==> src/rtl/bandit_pkg.sv <==
// bandit_pkg: shared widths, data types and episode states for the bandit environment.
package bandit_pkg;
  localparam int DEF_ACTION_WIDTH = 8;
  localparam int DEF_REWARD_WIDTH = 8;
  typedef logic [DEF_ACTION_WIDTH-1:0] action_t;
  typedef logic signed [DEF_REWARD_WIDTH-1:0] reward_t;
  typedef enum logic [2:0] {CLEAR, IDLE, WAIT_ACTION, LOOKUP, REWARD, DONE} episode_state_t;
endpackage

==> src/rtl/bandit_reward_table.sv <==
// bandit_reward_table: reward memory with one write port and a registered, resettable read port.
module bandit_reward_table
  import bandit_pkg::*;
#(
  parameter int ACTION_WIDTH = DEF_ACTION_WIDTH,
  parameter int REWARD_WIDTH = DEF_REWARD_WIDTH
) (
  input  logic                    clock,
  input  logic                    reset,
  input  logic                    we,
  input  logic [ACTION_WIDTH-1:0] waddr,
  input  logic [REWARD_WIDTH-1:0] wdata,
  input  logic                    re,
  input  logic [ACTION_WIDTH-1:0] raddr,
  output logic [REWARD_WIDTH-1:0] rdata
);
  logic [REWARD_WIDTH-1:0] mem [2**ACTION_WIDTH];
  always_ff @(posedge clock)
    if (we) mem[waddr] <= wdata;
  // the read register doubles as the held reward, so it is only loaded on a lookup
  always_ff @(posedge clock or posedge reset)
    if (reset) rdata <= '0;
    else if (re) rdata <= mem[raddr];
endmodule

==> src/rtl/bandit_episode.sv <==
// bandit_episode: runs N-trial episodes, returning table rewards to the core and tallying them.
// Define BANDIT_EPISODE_POSITIVE_EN to build the positive-reward counter.
module bandit_episode
  import bandit_pkg::*;
#(
  parameter int ACTION_WIDTH = DEF_ACTION_WIDTH,
  parameter int REWARD_WIDTH = DEF_REWARD_WIDTH,
  parameter int STEP_WIDTH   = 16,
  parameter int TOTAL_WIDTH  = 24
) (
  input  logic                    clock,
  input  logic                    reset,
  input  logic                    cfg_we,
  input  logic [ACTION_WIDTH-1:0] cfg_addr,
  input  logic [REWARD_WIDTH-1:0] cfg_data,
  output logic                    cfg_ready,
  input  logic                    start,
  input  logic [STEP_WIDTH-1:0]   steps,
  output logic                    busy,
  output logic                    done,
  input  logic                    action_valid,
  input  logic [ACTION_WIDTH-1:0] action_data,
  output logic                    action_ready,
  output logic                    reward_valid,
  output logic [REWARD_WIDTH-1:0] reward_data,
  input  logic                    reward_ready,
  output logic [STEP_WIDTH-1:0]   step_count,
  output logic [TOTAL_WIDTH-1:0]  total_reward,
  output logic [STEP_WIDTH-1:0]   positive_count
);
  localparam logic [TOTAL_WIDTH-1:0] T_MAX = {1'b0, {(TOTAL_WIDTH-1){1'b1}}};
  localparam logic [TOTAL_WIDTH-1:0] T_MIN = {1'b1, {(TOTAL_WIDTH-1){1'b0}}};
  episode_state_t state, state_n;
  logic [ACTION_WIDTH-1:0] clear_addr, action;
  logic [STEP_WIDTH-1:0] steps_q;
  logic [TOTAL_WIDTH:0] sum;
  logic [TOTAL_WIDTH-1:0] sat;
  logic start_ok, fire, last, clearing;
  assign clearing = state == CLEAR;
  assign start_ok = state == IDLE && start;
  assign fire = state == REWARD && reward_ready;
  assign last = step_count + STEP_WIDTH'(1) == steps_q;
  // one guard bit catches overflow of the signed accumulation
  assign sum = {total_reward[TOTAL_WIDTH-1], total_reward}
             + {{(TOTAL_WIDTH+1-REWARD_WIDTH){reward_data[REWARD_WIDTH-1]}}, reward_data};
  assign sat = sum[TOTAL_WIDTH] != sum[TOTAL_WIDTH-1] ? (sum[TOTAL_WIDTH] ? T_MIN : T_MAX)
             : sum[TOTAL_WIDTH-1:0];
  bandit_reward_table #(.ACTION_WIDTH(ACTION_WIDTH), .REWARD_WIDTH(REWARD_WIDTH)) table_i (
    .clock(clock),
    .reset(reset),
    .we(clearing || (state == IDLE && cfg_we)),
    .waddr(clearing ? clear_addr : cfg_addr),
    .wdata(clearing ? '0 : cfg_data),
    .re(state == LOOKUP),
    .raddr(action),
    .rdata(reward_data)
  );
  always_comb begin
    state_n = state;
    unique case (state)
      CLEAR:       state_n = clear_addr == '1 ? IDLE : CLEAR;
      IDLE:        state_n = start ? (steps == '0 ? DONE : WAIT_ACTION) : IDLE;
      WAIT_ACTION: state_n = action_valid ? LOOKUP : WAIT_ACTION;
      LOOKUP:      state_n = REWARD;
      REWARD:      state_n = reward_ready ? (last ? DONE : WAIT_ACTION) : REWARD;
      DONE:        state_n = IDLE;
      default:     state_n = CLEAR;
    endcase
  end
  // outputs are registered from the next state so they line up with it
  always_ff @(posedge clock or posedge reset) begin
    if (reset) begin
      state <= CLEAR;
      busy <= 1'b1;
      cfg_ready <= 1'b0;
      done <= 1'b0;
      action_ready <= 1'b0;
      reward_valid <= 1'b0;
      step_count <= '0;
      total_reward <= '0;
      clear_addr <= '0;
      steps_q <= '0;
      action <= '0;
    end else begin
      state <= state_n;
      busy <= state_n != IDLE;
      cfg_ready <= state_n == IDLE;
      done <= state_n == DONE;
      action_ready <= state_n == WAIT_ACTION;
      reward_valid <= state_n == REWARD;
      if (clearing) clear_addr <= clear_addr + ACTION_WIDTH'(1);
      if (start_ok) begin
        steps_q <= steps;
        step_count <= '0;
        total_reward <= '0;
      end
      if (state == WAIT_ACTION && action_valid) action <= action_data;
      if (fire) begin
        step_count <= step_count + STEP_WIDTH'(1);
        total_reward <= sat;
      end
    end
  end
`ifdef BANDIT_EPISODE_POSITIVE_EN
  always_ff @(posedge clock or posedge reset)
    if (reset) positive_count <= '0;
    else if (start_ok) positive_count <= '0;
    else if (fire && !reward_data[REWARD_WIDTH-1] && |reward_data && positive_count != '1)
      positive_count <= positive_count + STEP_WIDTH'(1);
`else
  assign positive_count = '0;
`endif
endmodule

==> config.mk <==
export PLATFORM = sky130hd
export DESIGN_NAME = bandit_episode
export DESIGN_NICKNAME = d
export VERILOG_FILES = /design/src/rtl/bandit_pkg.sv /design/src/rtl/bandit_reward_table.sv /design/src/rtl/bandit_episode.sv
export SDC_FILE = /design/constraint.sdc
export NUM_CORES = 2
export LEC_CHECK = 0
export ABC_AREA = 1
export BUFFER_PORTS_ARGS = -buffer_cell sky130_fd_sc_hd__buf_2
export CAP_MARGIN = 20
export CORE_ASPECT_RATIO = 1.4
export CORE_MARGIN = 2
export CORE_UTILIZATION = 57
export CTS_CLUSTER_SIZE = 30
export DETAILED_ROUTE_END_ITERATION = 6
export HOLD_SLACK_MARGIN = 0.06
export PLACE_DENSITY_LB_ADDON = 0.3
export REMOVE_ABC_BUFFERS = 1
export SYNTH_ARGS = -nofsm -noshare
export SYNTH_HDL_FRONTEND = slang
export SYNTH_SLANG_ARGS = --single-unit
==> constraint.sdc <==
create_clock -name clock -period 8.75 [get_ports clock]
set_clock_uncertainty 0.1 [all_clocks]
set_input_delay 1.75 -clock clock [delete_from_list [all_inputs] [get_ports clock]]
set_output_delay 1.75 -clock clock [all_outputs]
set_load 0.02 [all_outputs]
Yosys cells after proc, flatten, opt, wreduce, memory -nomap -nowiden. Memories as Yosys holds them, arrays and structs flattened. A register that Yosys moved wholly into a read port is not among the register bits. Cells that the tools add are included.

Output and inout bits: 69. Memories: 1. Bits in writable memories: 2048. Bits in latches: 0. Word-level logic and storage cells: 53. Bits in registers: 80. Memory bits (read-only): 0.

Shifts and indexed selects: 0. Magnitude comparators: 0. Add/sub/neg operators: 3. Mux-type cells: 17. Divide/modulo/power cells: 0. Bitwise gates (word level): 0. Reductions and logical operators: 8. Equality and inequality tests: 13. $mul: 0.

Memories: table_i.mem (words 256, bits a word 8, rd ports 1, clocked after memory_dff 1, write ports 1, RTL line bandit_reward_table.sv:17) `logic [REWARD_WIDTH-1:0] mem [2**ACTION_WIDTH];`.

Operators by type and width (count): 24-bit 2-to-1 mux (4); 16-bit 2-to-1 mux (2); 24-bit by 8-bit adder with 25-bit output (1); 3-bit case mux with 6 select lines (1); 16-bit by 1-bit adder with 16-bit output (second input constant) (1); 16-bit equality test (1); 16-bit zero test (1); 8-bit 2-to-1 mux (2); 3-bit equality test (second input constant) (4); 3-bit 2-to-1 mux (4); 3-bit by 2-bit equality test with 1-bit output (second input constant) (3); 8-bit by 1-bit adder with 8-bit output (second input constant) (1); 8-bit equality test (second input constant) (1); 3-bit by 1-bit equality test with 1-bit output (second input constant) (2); 1-bit logical AND (4); 1-bit 2-to-1 mux (4); 3-bit zero test (1); 3-bit by 1-bit != test with 1-bit output (second input constant) (1); 2-bit nonzero test (1); 1-bit logical OR (1); 1-bit != test (1).

Longest topological paths before layout.
Depth after elaboration: 6. Mapped depth: 17.

Cells and area by module. From an unflattened synthesis, not the netlist that was laid out.

Cells, all modules: 7867. Area total of the unflattened synthesis: 89395.7 µm².

Modules (own cells, without submodules): bandit_reward_table (cells each 7006, area an instance 83431.3 µm², times used 1, sequential area each 61699.2 µm²); bandit_episode (cells each 861, area an instance 5964.5 µm², times used 1, sequential area each 2003.2 µm²).

Worst setup path before layout. No wires, ideal clock.

Path type: input to register. Start: input port cfg_data[0]. End: memory table_i.mem[0][0] (netlist bit) (data pin). Stages: 2. Slack: -371 ps. Path buffers: 0. Arrival: 7632 ps. Path through: inv_1 nor2_1.

Cells in the longest elaborated chain, start to end: 1.

Ends and longest elaborated chain: from (decl) (RTL line bandit_episode.sv:15) `input logic [REWARD_WIDTH-1:0] cfg_data,`; 8-bit 2-to-1 mux (RTL line bandit_episode.sv:53) `.wdata(clearing ? '0 : cfg_data),`; named net table_i.wdata[0] (RTL line bandit_reward_table.sv:12) `input logic [REWARD_WIDTH-1:0] wdata,`; to (decl) (RTL line bandit_reward_table.sv:17).

The timed path passes the listed nets, and every way through them passes these cells.

==> impl_metrics.tcl <==
set metrics [dict create \
    drc 0 \
    place_ws_ns 3.638 \
    multi_input_area_um2 22380 \
    end_kind "flip-flop" \
    drive_gt1_frac 0.06779 \
    gp_congestion 0.9370 \
    crit_type "reg -> reg" \
    cellPowerDensity_nw_per_um2 200.7 \
    worstMarginPinSlew_ns 1.278 \
    antenna_found_initial 5 \
    relSlewSlack 0.1479 \
    synth_ff_type "edfxtp_1" \
    place_hpwl_um 136000 \
    ys_seq_area_frac 0.7179 \
    port_buffers 98 \
    run_status "finished clean" \
    area_growth_pct 8.890 \
    dr.pass1.iters 6 \
    cts_tree "built" \
    yosysMostFrequentCell "nand2_1" \
    r2r_end "table_i.rdata[0]" \
    io_pins 115 \
    htreeDepth 4 \
    clockRootBuffer "clkbuf_16" \
    min_path_cells 2 \
    ys_types 43 \
    timing.rr.start "action[0]" \
    finalCritPeriodShare 0.6139 \
    drt_iter0_markers 8491 \
    setup_viol 0 \
    cts_setup_buffers 0 \
    row_count 171 \
    cp.arrival_ns 6.03 \
    wl_per_cell_um 24.41 \
    hold_violations 0 \
    die-height_um 470.8 \
    grt_first_pass_wirelength_um 357100 \
    ant_nets 0 \
    required_ns 9.41 \
    reg2reg_depth 13 \
    post_dp_cell_area_um2 90440 \
    cts-resized-gates 0 \
    cts_buffer_depth 3 \
    yosysWarningCount 0 \
    ir_drop_uv 184.8 \
    nNetsFinal 7717 \
    max_freq_ghz 0.1862 \
    grt_usage 0.3009 \
    cts_sinks 2136 \
    cts_hold_buffers 0 \
    min_path_type "reg -> reg" \
    period_needed_ns 5.372 \
    rrSetupSlack_ns 3.38 \
    yosys_register_bits 2136 \
    setup-tns-final_ns 0 \
    post-route-util 0.6237 \
    fp.dieW_um 337.5 \
    cts_made_buffers 184 \
    rsz0062_at_grt "no" \
    syn_area_per_cell_um2 11.41 \
    grt_pass1_vias 58486 \
    viasPerCell 6.192 \
    worst_hold_slack_ns 0.4098 \
    vias 61190 \
    synth.largest_area_cell "edfxtp_1" \
    clk_pin_slew_ns 0.07 \
    final-seq-area_um2 63720 \
    finalMaxSlewViolations 0 \
    max-cap-violations 0 \
    cp-startpoint "action[0]" \
    final_area_um2 96620 \
    synth.top_cells.by_area "edfxtp_1 (69%), nand3_1 (12%), nand2_1 (9.9%), dfrtp_1 (2.5%), buf_2 (1.5%)" \
    yosysTopAreaCellShare 0.6931 \
    die_area_um2 158900 \
    syn_inst 7777 \
    layout_setup_ws_ns 3.378 \
    finalWirelength_um 241200 \
    leakagePower_nw 34.49 \
    clock_latency_ns 0.84 \
    grt_max_degree 251 \
    crit_end "table_i.rdata[0]" \
    final.fill_count 11722 \
    start_util 0.5728 \
    placeableCoreArea_um2 154900 \
    critPathLaunchType "flip-flop" \
    synth_commonest_cells "nand2_1 (2343), nand3_1 (2115), edfxtp_1 (2048)" \
    synth-edff-count 2048 \
    grt_overflow_total 0 \
    netlist_area_um2 88730 \
    synth-async-reset-ratio 0.04120 \
    crit_path_max_fanout 86 \
]
[kinds of logic after synthesis]
logic type | share of synthesized area
flip-flops | 0.7179
buffers and inverters | 0.03146
AO/OA/AOI/OAI | 0.006853
other | 0.00004226
adder cells (fa/ha/maj) | 0.003892
AND/OR/NAND/NOR | 0.2371
XOR/XNOR | 0.002665
[sequential cells by signal, summed over array words and instances, names as in the netlist]
signal,flops
steps_q,16
table_i.rdata,8
busy,1
done,1
state,3
cfg_ready,1
clear_addr,8
action_ready,1
reward_valid,1
step_count,16
table_i.mem,2048
action,8
total_reward,24
[critical path: stages (launching register included)]
cell and delay [ns]:
dfrtp_4 1.01, buf_4 0.64, buf_4 0.89, buf_4 0.83
nand2_1 0.13, nand3_1 0.15, nand3_1 0.23, nand3_1 0.21
nand3_1 0.10, nand3_1 0.13, nand3_1 0.23, nand3_1 0.25
nand3_1 0.14, nand2_1 0.09
[how the worst min path moves through the flow]
stage / startpoint / slack (ns) / endpoint
CTS: steps_q[1] / 0.41 / steps_q[1]
finish: total_reward[22] / 0.41 / total_reward[22]
floorplan: steps_q[14] / 0.37 / steps_q[14]
detailed placement: total_reward[22] / 0.40 / total_reward[22]
global route: steps_q[2] / 0.44 / steps_q[2]
global placement: steps_q[1] / 0.39 / steps_q[1]
[stage by stage]
step                instances  power [W]
finish                   9882    0.01939
global route             9881    0.01980
CTS                      9878    0.01945
detailed placement       9533    0.01128
global placement         9532    0.01128
floorplan                7278    0.01126
[power breakdown]
part / total [W] / internal (W) / switching, W
registers: 0.0110 / 0.0110 / 0
clock network: 0.00833 / 0.00466 / 0.00367
logic: 0.0000350 / 0.00000871 / 0.0000263
[layout make-up]
| cell class | instances | share of cell area |
|---|---|---|
| tap | 2076 | 0.02688 |
| timing repair buffer | 180 | 0.01326 |
| sequential | 2136 | 0.6595 |
| antenna | 3 | 0.00007770 |
| clock buffer | 229 | 0.05177 |
| inverter | 117 | 0.004921 |
| clock inverter | 116 | 0.01190 |
| multi-input combinational | 5025 | 0.2317 |
[layer usage]
metal  vias up  share of wire  global-route usage
met4         0          0.061              0.1646
li1      27114              -                   -
met5         -              0                   0
met1     29648           0.36              0.3879
met3       725           0.10             0.05148
met2      3703           0.48              0.4871
[layout by cell type, fill, tap and decap left out, types with 6 or more instances in the layout]
cell type / n
a21o_1: 6
buf_12: 14
clkbuf_16: 191
nand2_2: 11
edfxtp_1: 2048
nand2_1: 2338
clkbuf_8: 8
o22ai_1: 9
inv_1: 102
nor2_2: 7
dfrtp_1: 82
xor2_1: 12
a21oi_1: 38
conb_1: 16
xnor2_1: 15
clkbuf_1: 30
clkinv_4: 6
clkinvlp_4: 10
nand4_1: 21
nor2_1: 320
buf_4: 68
nor2_4: 10
buf_2: 98
ha_1: 26
bufinv_16: 20
inv_2: 7
inv_6: 10
nand3_1: 2111
clkinv_1: 34
o21ai_0: 40
clkinv_2: 37
Note: power is estimated with default switching activity, not from simulation.
